<file path="config.mk">
export PLATFORM = sky130hd
export DESIGN_NAME = jts16_tmap_arb_flat
export DESIGN_NICKNAME = d
export VERILOG_FILES = /design/src/rtl/jts16_tmap_arb_if.sv /design/src/rtl/jts16_tmap_arb.sv /design/src/flat_wrapper.sv
export SDC_FILE = /design/constraint.sdc
export NUM_CORES = 1
export LEC_CHECK = 0
export CAP_MARGIN = 40
export CORE_UTILIZATION = 40
export DETAILED_ROUTE_END_ITERATION = 10
export HOLD_SLACK_MARGIN = 0.12
export PLACE_DENSITY = 0.68
export SYNTH_ARGS = -nofsm -noshare
export SYNTH_HDL_FRONTEND = slang
export SYNTH_SLANG_ARGS = --single-unit
</file>
<file path="constraint.sdc">
create_clock -name clk -period 3.7 [get_ports clk]
set_input_delay 0.74 -clock clk [delete_from_list [all_inputs] [get_ports clk]]
set_output_delay 0.74 -clock clk [all_outputs]
set_load 0.02 [all_outputs]
</file>
<file path="src/rtl/jts16_tmap_arb_if.sv">
// Tilemap-fetcher / SDRAM bundle for jts16_tmap_arb.
// The arbiter uses the slave modport; requesters and SDRAM use master.
interface jts16_tmap_arb_if #(
    parameter int AW = 22,
    parameter int DW = 32
);
    logic [4:0]    req_cs;
    logic [AW-1:0] req_addr0;
    logic [AW-1:0] req_addr1;
    logic [AW-1:0] req_addr2;
    logic [AW-1:0] req_addr3;
    logic [AW-1:0] req_addr4;
    logic [4:0]    req_ok;
    logic [DW-1:0] req_data0;
    logic [DW-1:0] req_data1;
    logic [DW-1:0] req_data2;
    logic [DW-1:0] req_data3;
    logic [DW-1:0] req_data4;
    logic [AW-1:0] sd_addr;
    logic          sd_rd;
    logic          sd_ack;
    logic          sd_rdy;
    logic [DW-1:0] sd_din;
    logic          busy;

    modport master (
        output req_cs, req_addr0, req_addr1, req_addr2, req_addr3, req_addr4,
        output sd_ack, sd_rdy, sd_din,
        input  req_ok, req_data0, req_data1, req_data2, req_data3, req_data4,
        input  sd_addr, sd_rd, busy
    );

    modport slave (
        input  req_cs, req_addr0, req_addr1, req_addr2, req_addr3, req_addr4,
        input  sd_ack, sd_rdy, sd_din,
        output req_ok, req_data0, req_data1, req_data2, req_data3, req_data4,
        output sd_addr, sd_rd, busy
    );
endinterface

</file>
<file path="src/rtl/jts16_tmap_arb.sv">
// Five-way SDRAM read arbiter for the tilemap fetchers, with a one-entry
// tag cache per requester and round-robin (or fixed priority) miss service.
module jts16_tmap_arb #(
    parameter int AW = 22,
    parameter int DW = 32,
    parameter bit RR = 1'b1
) (
    input  logic            clk,
    input  logic            rst_n,
    jts16_tmap_arb_if.slave bus
);
    typedef enum logic [1:0] {
        S_IDLE,
        S_ISSUE,
        S_WAIT
    } state_t;

    state_t        state_q, state_d;
    logic [AW-1:0] addr   [5];
    logic [AW-1:0] tag_q  [5];
    logic [AW-1:0] tag_d  [5];
    logic [DW-1:0] data_q [5];
    logic [DW-1:0] data_d [5];
    logic [4:0]    v_q, v_d, ok_q, ok_d, hit, miss;
    logic [2:0]    gnt_q, gnt_d, rr_q, rr_d, win;
    logic [3:0]    rr_base, idx;
    logic          win_vld;
    logic [AW-1:0] sd_addr_q, sd_addr_d;

    always_comb begin
        addr[0] = bus.req_addr0;
        addr[1] = bus.req_addr1;
        addr[2] = bus.req_addr2;
        addr[3] = bus.req_addr3;
        addr[4] = bus.req_addr4;
    end

    always_comb begin
        for (int unsigned i = 0; i < 5; i++) begin
            hit[i] = bus.req_cs[i] & v_q[i] & (tag_q[i] == addr[i]);
        end
        miss = bus.req_cs & ~hit;
    end

    // Scan five slots starting at the pointer (or at 0 for fixed priority).
    always_comb begin
        win     = '0;
        win_vld = 1'b0;
        idx     = '0;
        rr_base = RR ? {1'b0, rr_q} : '0;
        for (int unsigned k = 0; k < 5; k++) begin
            idx = rr_base + 4'(k);
            if (idx >= 4'd5) idx = idx - 4'd5;
            if (!win_vld && miss[idx]) begin
                win     = idx[2:0];
                win_vld = 1'b1;
            end
        end
    end

    always_ff @(posedge clk or negedge rst_n) begin
        if (!rst_n) begin
            state_q   <= S_IDLE;
            v_q       <= '0;
            ok_q      <= '0;
            gnt_q     <= '0;
            rr_q      <= '0;
            sd_addr_q <= '0;
            for (int unsigned i = 0; i < 5; i++) begin
                tag_q[i]  <= '0;
                data_q[i] <= '0;
            end
        end else begin
            state_q   <= state_d;
            v_q       <= v_d;
            ok_q      <= ok_d;
            gnt_q     <= gnt_d;
            rr_q      <= rr_d;
            sd_addr_q <= sd_addr_d;
            tag_q     <= tag_d;
            data_q    <= data_d;
        end
    end

    always_comb begin
        state_d = state_q;
        case (state_q)
            S_IDLE:  if (win_vld)     state_d = S_ISSUE;
            S_ISSUE: if (bus.sd_ack)  state_d = S_WAIT;
            S_WAIT:  if (bus.sd_rdy)  state_d = S_IDLE;
            default:                  state_d = S_IDLE;
        endcase
    end

    always_comb begin
        v_d       = v_q;
        tag_d     = tag_q;
        data_d    = data_q;
        gnt_d     = gnt_q;
        rr_d      = rr_q;
        sd_addr_d = sd_addr_q;
        ok_d      = hit;
        if (state_q == S_IDLE && win_vld) begin
            gnt_d      = win;
            sd_addr_d  = addr[win];
            v_d[win]   = 1'b0;
        end
        // The tag is the address actually fetched, not the live request.
        if (state_q == S_WAIT && bus.sd_rdy) begin
            data_d[gnt_q] = bus.sd_din;
            tag_d[gnt_q]  = sd_addr_q;
            v_d[gnt_q]    = 1'b1;
            rr_d          = (gnt_q == 3'd4) ? 3'd0 : gnt_q + 3'd1;
        end
    end

    assign bus.sd_rd     = (state_q == S_ISSUE);
    assign bus.busy      = (state_q != S_IDLE);
    assign bus.sd_addr   = sd_addr_q;
    assign bus.req_ok    = ok_q;
    assign bus.req_data0 = data_q[0];
    assign bus.req_data1 = data_q[1];
    assign bus.req_data2 = data_q[2];
    assign bus.req_data3 = data_q[3];
    assign bus.req_data4 = data_q[4];
endmodule

</file>
<file path="src/flat_wrapper.sv">
// flat-port wrapper written by rule: the top's interface ports become plain ports
module jts16_tmap_arb_flat 
#(
    parameter int AW = 22,
    parameter int DW = 32,
    parameter bit RR = 1'b1
)
  (clk, rst_n, bus_req_cs, bus_req_addr0, bus_req_addr1, bus_req_addr2, bus_req_addr3, bus_req_addr4, bus_sd_ack, bus_sd_rdy, bus_sd_din, bus_req_ok, bus_req_data0, bus_req_data1, bus_req_data2, bus_req_data3, bus_req_data4, bus_sd_addr, bus_sd_rd, bus_busy);
  jts16_tmap_arb_if #(.AW(AW), .DW(DW)) bus_i ();
  input  logic clk;
  input  logic rst_n;
  input wire logic [$bits(bus_i.req_cs)-1:0] bus_req_cs;
  input wire logic [$bits(bus_i.req_addr0)-1:0] bus_req_addr0;
  input wire logic [$bits(bus_i.req_addr1)-1:0] bus_req_addr1;
  input wire logic [$bits(bus_i.req_addr2)-1:0] bus_req_addr2;
  input wire logic [$bits(bus_i.req_addr3)-1:0] bus_req_addr3;
  input wire logic [$bits(bus_i.req_addr4)-1:0] bus_req_addr4;
  input wire logic [$bits(bus_i.sd_ack)-1:0] bus_sd_ack;
  input wire logic [$bits(bus_i.sd_rdy)-1:0] bus_sd_rdy;
  input wire logic [$bits(bus_i.sd_din)-1:0] bus_sd_din;
  output wire logic [$bits(bus_i.req_ok)-1:0] bus_req_ok;
  output wire logic [$bits(bus_i.req_data0)-1:0] bus_req_data0;
  output wire logic [$bits(bus_i.req_data1)-1:0] bus_req_data1;
  output wire logic [$bits(bus_i.req_data2)-1:0] bus_req_data2;
  output wire logic [$bits(bus_i.req_data3)-1:0] bus_req_data3;
  output wire logic [$bits(bus_i.req_data4)-1:0] bus_req_data4;
  output wire logic [$bits(bus_i.sd_addr)-1:0] bus_sd_addr;
  output wire logic [$bits(bus_i.sd_rd)-1:0] bus_sd_rd;
  output wire logic [$bits(bus_i.busy)-1:0] bus_busy;
  assign bus_i.req_cs = bus_req_cs;
  assign bus_i.req_addr0 = bus_req_addr0;
  assign bus_i.req_addr1 = bus_req_addr1;
  assign bus_i.req_addr2 = bus_req_addr2;
  assign bus_i.req_addr3 = bus_req_addr3;
  assign bus_i.req_addr4 = bus_req_addr4;
  assign bus_i.sd_ack = bus_sd_ack;
  assign bus_i.sd_rdy = bus_sd_rdy;
  assign bus_i.sd_din = bus_sd_din;
  assign bus_req_ok = bus_i.req_ok;
  assign bus_req_data0 = bus_i.req_data0;
  assign bus_req_data1 = bus_i.req_data1;
  assign bus_req_data2 = bus_i.req_data2;
  assign bus_req_data3 = bus_i.req_data3;
  assign bus_req_data4 = bus_i.req_data4;
  assign bus_sd_addr = bus_i.sd_addr;
  assign bus_sd_rd = bus_i.sd_rd;
  assign bus_busy = bus_i.busy;
  jts16_tmap_arb #(.AW(AW), .DW(DW), .RR(RR)) u_core (.clk(clk), .rst_n(rst_n), .bus(bus_i));
endmodule
</file>
After elaboration in Yosys (flattened, before gate mapping)
Cells that the tools add are included.

Register bits: 310. Latch bits: 0. RAM bits: 0. Memory bits (read-only): 0. Input bits: 151. Output and inout port bits: 189. Word-level logic and storage cells: 132. Memories: 0.

$add $sub $neg: 10. $mul: 0. Div/mod/pow operators: 0. $lt $le $gt $ge: 17. Eq/ne operators: 11. Shifts and indexed selects: 0. Multiplexer cells: 45. Bitwise operators: 17. Reduce and logical (&&, ||, !) cells: 16.

Operators with widths (number): bitwise mux 160 bit (1); bitwise mux 110 bit (1); == test 22 bit (5); demux 32 bit (select 3 bit) (1); binary-select mux 22 bit (select 3 bit) (1); demux 22 bit (select 3 bit) (1); 2-to-1 mux 22 bit (3); 2-to-1 mux 32 bit (1); < comparator 4 bit, second input constant (5); 2-to-1 mux 4 bit (5); 2-to-1 mux 3 bit (6); greater-or-equal comparator 4 x 3 -> 1 bit, second input constant (4); subtractor 4 x 3 -> 4 bit, second input constant (4); binary-select mux 1 bit (select 3 bit) (5); 2-to-1 mux 1 bit (12); bitwise AND 1 bit (10); bitwise AND 5 bit (2); 2-to-1 mux 5 bit (2); NOT 5 bit (2); logical AND 1 bit (9); adder 3 x 2 -> 4 bit, second input constant (2); greater-or-equal comparator 4 bit, second input constant (2); < comparator 3 x 4 -> 1 bit, second input constant (2); NOT 3 -> 4 bit (2); 20 further kinds (28).

Logic depth before layout (Yosys ltp)
Depth after elaboration: 28. Mapped depth: 18. Mapped depth without buffers: 15.

Worst setup path after synthesis
OpenSTA, ideal clock, no wires.

Kind: input port to flip-flop. Start point: input bus_req_addr3[10]. End point: register u_core.sd_addr_q[10] (netlist: u_core.bus.sd_addr[10]). Library setup time: 129 ps. Arrival time: 4076 ps. Data required time: 3571 ps. Path slack: -505 ps. Stages: 13. Buffers on the path: 3. Cell sequence: xor2_1 > or4_1 > or4_4 > o21ai_2 > a22oi_1 > a22o_1 > or4_1 > buf_2 > buf_6 > a21oi_4 > buf_6 > mux2i_1 > o22ai_2.

Word-level cells in the longest chain between the ends: 23. Elaborated cells between the ends (all ways): 37. Classes of those cells: eq/ne: 1; mux: 23; bitwise: 4; reduce/logical: 9.

Ends and longest elaborated chain: start, declared (line flat_wrapper.sv:16) `input wire logic [$bits(bus_i.req_addr3)-1:0] bus_req_addr3;`; == test 22 bit (line jts16_tmap_arb.sv:40) `hit[i] = bus.req_cs[i] & v_q[i] & (tag_q[i] == addr[i]);`; bitwise AND 1 bit (line jts16_tmap_arb.sv:40); NOT 5 bit (line jts16_tmap_arb.sv:42) `miss = bus.req_cs & ~hit;`; bitwise AND 5 bit (line jts16_tmap_arb.sv:42); binary-select mux 1 bit (select 3 bit) (line jts16_tmap_arb.sv:54) `if (!win_vld && miss[idx]) begin`; 2-to-1 mux 1 bit (implied by the code) (line jts16_tmap_arb.sv:54); 2-to-1 mux 1 bit (line jts16_tmap_arb.sv:54); logical NOT 1 bit (line jts16_tmap_arb.sv:54); [... 6 more ...]; logical AND 1 bit (line jts16_tmap_arb.sv:54); 2-to-1 mux 1 bit (line jts16_tmap_arb.sv:54); logical NOT 1 bit (line jts16_tmap_arb.sv:54); logical AND 1 bit (line jts16_tmap_arb.sv:54); 2-to-1 mux 3 bit (line jts16_tmap_arb.sv:54); NOT 3 -> 4 bit (implied by the code) (line jts16_tmap_arb.sv:105) `sd_addr_d = addr[win];`; binary-select mux 22 bit (select 3 bit) (line jts16_tmap_arb.sv:105); 2-to-1 mux 22 bit (implied by the code) (2 in series) (line jts16_tmap_arb.sv:105); end signal, assigned (line jts16_tmap_arb.sv:79) `sd_addr_q <= sd_addr_d;`; end, declared (line jts16_tmap_arb.sv:28) `logic [AW-1:0] sd_addr_q, sd_addr_d;`.

Parallel ways exist; a longest one is shown, timed or not. The select of a mux whose other input is x is not followed. A chain may end at the register's enable or synchronous reset.

Final worst setup path
Start point: input bus_req_cs[2]. End point: register u_core.sd_addr_q[16] (netlist: u_core.bus.sd_addr[16]).

Word-level cells in the longest chain between the ends: 23. Elaborated cells between the ends (all ways): 37. Classes of those cells: mux: 23; bitwise: 5; reduce/logical: 9.

Ends and longest elaborated chain: start, declared (line flat_wrapper.sv:12) `input wire logic [$bits(bus_i.req_cs)-1:0] bus_req_cs;`; bitwise AND 1 bit (2 in series) (line jts16_tmap_arb.sv:40); NOT 5 bit (line jts16_tmap_arb.sv:42); bitwise AND 5 bit * (line jts16_tmap_arb.sv:42); binary-select mux 1 bit (select 3 bit) (line jts16_tmap_arb.sv:54); 2-to-1 mux 1 bit (implied by the code) (line jts16_tmap_arb.sv:54); 2-to-1 mux 1 bit (line jts16_tmap_arb.sv:54); logical NOT 1 bit (line jts16_tmap_arb.sv:54); logical AND 1 bit (line jts16_tmap_arb.sv:54); [... 5 more ...]; logical AND 1 bit (line jts16_tmap_arb.sv:54); 2-to-1 mux 1 bit (line jts16_tmap_arb.sv:54); logical NOT 1 bit (line jts16_tmap_arb.sv:54); logical AND 1 bit (line jts16_tmap_arb.sv:54); 2-to-1 mux 3 bit (line jts16_tmap_arb.sv:54); NOT 3 -> 4 bit (implied by the code) (line jts16_tmap_arb.sv:105); binary-select mux 22 bit (select 3 bit) (line jts16_tmap_arb.sv:105); 2-to-1 mux 22 bit (implied by the code) (2 in series) (line jts16_tmap_arb.sv:105).

Every way passes the cells marked *; elsewhere a longest branch is shown, timed or not. The select of a mux whose other input is x is not followed.

==> qor.csv <==
metric,value,unit
worst clock skew,15.7,ps
# H-tree levels,2,
slew margin rel.,0.406,
CTS tree,yes,
Net Switching,10800,uW
vias per inst,5.52,
clk sinks,310,
critical path class,primary input to register,
WP data arrival,4570,ps
Synth Cell Area,15400,um2
Core ar.,37800,um2
Critical Path Most Common Cell,or4_4,
"Seq/Total Area, Yosys",0.502,
# DRC,0,
Tcrit/Tclk final,1.12,
Worst Tran Pin Value,891,ps
"EDFF count, synth",0,
Max IR drop VDD,0.00107,V
CTS buffer count,36,
"Primary FF master, synth",dfrtp_1,
CTS Hold Buffers Added,0,
Nets,1978,
"FF+latch count, synth",310,
Final min period,4160,ps
sequential share of power,0.228,
GRT Total Usage,0.289,
Gate power share,0.636,
Final Hold Viols,0,
gr ovfl total,0,
"commonest non-fill, non-tap cell in the layout",clkdlybuf4s50_1,
Cell variety after synth,67,
clock tree buffer depth,3,
status,"complete, but fails checks",
Avg Inst Size Synth,12.3,um2
Worst path top cell family by delay,simple AND/OR/NAND/NOR gates,
"Area growth, synth to finish",50.2,%
PwrDens,1130,nW/um2
number of iterations in the first detailed-routing pass,5,
Clock Latency Late Sink,530,ps
Crit Path Max Fanout,12,
CTS root buf,clkbuf_16,
RSZ-0062 raised after global routing,true,
cell taking the most area after synthesis,dfrtp_1,
Max Cap Viol,0,
worst path cell trace,"clkdlybuf4s15_1, nand2_1, or4_1, or4_4, o211ai_1, nand3_1, a22o_4, or4_4, buf_12, o211a_1, a311oi_1, o221a_2, o22ai_2",
yosys warns,0,
routability cong.,0.936,
DR iter-0 viols,554,
Design Power,26300,uW
switching share of power,0.412,
# fillers,3077,
Initial Utilization,0.408,
Leak,0.0107,uW
layout cell share with drive strength beyond 1,0.390,
via count,13006,
wire length per cell,24.3,um
achievable frequency,240,MHz
Post-Layout Cell Count,2355,
initial antenna violation count,6,
Post-Place Setup Slack,-1530,ps
final slew viol count,0,
die area,39400,um2
Post-DP HPWL,41900,um
clock share of power,0.137,
Routed WL,57200,um
instance count of the mapped netlist,1259,
Post-Syn Nets,1421,
slowest CP cell,or4_4,
pin count of the biggest net entering global routing,81,
DIE HEIGHT,199,um
crit end category,register,
Die W,199,um
Synth async-reset ratio,1.00,
"Reg clk slew, reported paths",60,ps
minimum setup slack in the final design,-459,ps
Final Setup Violations,30,
area of the multi-input gates,7820,um2
worst min path class,primary input to asynchronous set/reset pin,
ANT nets after route,0,
failing checks,negative setup slack,
# IOs,340,
Post-Place Cells,2263,
row cnt,71,
vias in the first global route,13344,
"top cells by area, synth","dfrtp_1 50%, mux2_2 20%, xor2_1 4.6%",
PortBufs,339,
Register Area,7760,um2
most frequent cells in the layout,"321 x clkdlybuf4s50_1, 309 x dfrtp_1, 272 x mux2_2",
Startpoint Class,primary input,
first-pass GRT wire length,84100,um
internal power,15400,uW
Worst Path Buf+Inv,2,
CP max stage delay,640,ps
"Req. time, crit path",4110,ps
Synth top area share,0.502,
[cells by family after synthesis]
group,synth area share
adders and majority gates,0.00939
AOI/OAI and AO/OA,0.110
DFF,0.502
buffers and inverters,0.0271
muxes,0.214
xor gates and xnor gates,0.0669
and+or+nand+nor,0.0705
[power groups by stage]
| stage | combinational [uW] | sequential (uW) | clock (uW) |
|---|---|---|---|
| floorplan | 6900 | 6680 | 0 |
| global placement | 13600 | 5880 | 0 |
| detailed placement | 13800 | 5960 | 0 |
| CTS | 15800 | 5950 | 3650 |
| global route | 17500 | 6140 | 3770 |
| finish | 16700 | 5980 | 3590 |
[Yosys cell counts (3+ instances only)]
library cell	n
o21ai_0	38
or2_2	6
mux2i_1	24
and3_1	3
ha_1	10
dfrtp_1	310
o21a_1	3
buf_6	3
inv_1	38
nand2b_1	5
o211a_1	23
xor2_1	82
o22ai_2	18
nand2_1	69
o21ai_1	3
nor4_1	28
xnor2_1	36
nand3_1	9
o211ai_1	4
a21o_1	6
clkbuf_1	50
nand4_1	13
o221a_2	23
buf_1	3
a32oi_1	3
a21oi_1	30
nor2_1	36
o31ai_1	6
buf_2	8
a311oi_1	22
and2_1	4
nor2b_1	3
nor3_1	10
or4_1	9
mux2_2	272
o22ai_1	9
[metal layers]
layer,vias to the layer above,track usage,part of all wire
li1,5749,-,-
met4,6,0.0949,0.035
met2,629,0.472,0.47
met5,-,0,0.00061
met3,121,0.0909,0.099
met1,6501,0.361,0.40
[metrics by stage]
stage | instance area [um2] | utilization | hold slack (ps) | setup TNS (ps)
after floorplan | 15500 | - | 444 | -11750
after global placement | 21100 | 0.556 | 469 | -41010
after detailed placement | 21100 | 0.556 | 466 | -41580
after CTS | 22900 | 0.606 | 217 | -9430
after global routing | 23200 | 0.613 | 220 | -12920
final | 23200 | 0.613 | 168 | -10740
[repair_timing]
action,4_1_cts,5_1_grt
setup endpoints to repair,31,30
setup buffers,9,5
gates resized for setup,116,53
cloned,11,2
pin swaps,55,26
[area by class of cell]
type                       count  share of cell area
antenna                        3            0.000324
clock buffer                  48              0.0421
clock inverter                15             0.00857
inverter                      39             0.00631
multi-input combinational    847               0.337
sequential                   310               0.334
tap                          511              0.0276
timing repair buffer         582               0.244
[registers in the layout, summed over array words and instances, names as in the netlist, 22 cells and up]
register              count
u_core.bus.req_data0     32
u_core.bus.req_data1     32
u_core.bus.req_data2     32
u_core.bus.req_data3     32
u_core.bus.req_data4     32
u_core.bus.sd_addr       22
u_core.tag_q            110
[worst reg2reg max path: stages, from the launching register on]
cell	delay, ps
dfrtp_1	410
xor2_2	220
or4_1	530
or4_4	610
o211ai_1	230
nand3_1	170
a22o_4	280
or4_4	640
buf_12	200
o211a_1	120
a311oi_1	300
o221a_2	260
o22ai_2	60
[worst paths after layout]
kind | from | slack, ps | end | cells past startpoint
max | bus_req_cs[2] | -460 | u_core.bus.sd_addr[16] | 13
min | rst_n | 170 | u_core.bus.req_data2[12] | 1
max reg2reg | u_core.tag_q[32] | -450 | u_core.bus.sd_addr[16] | 12
min reg2reg | u_core.v_q[4] | 490 | u_core.v_q[4] | 2
max in group asynchronous | rst_n | 2590 | u_core.tag_q[26] | 3
min in group clk | u_core.v_q[4] | 490 | u_core.v_q[4] | 2
No activity file was read; power rests on OpenSTA's default activity.
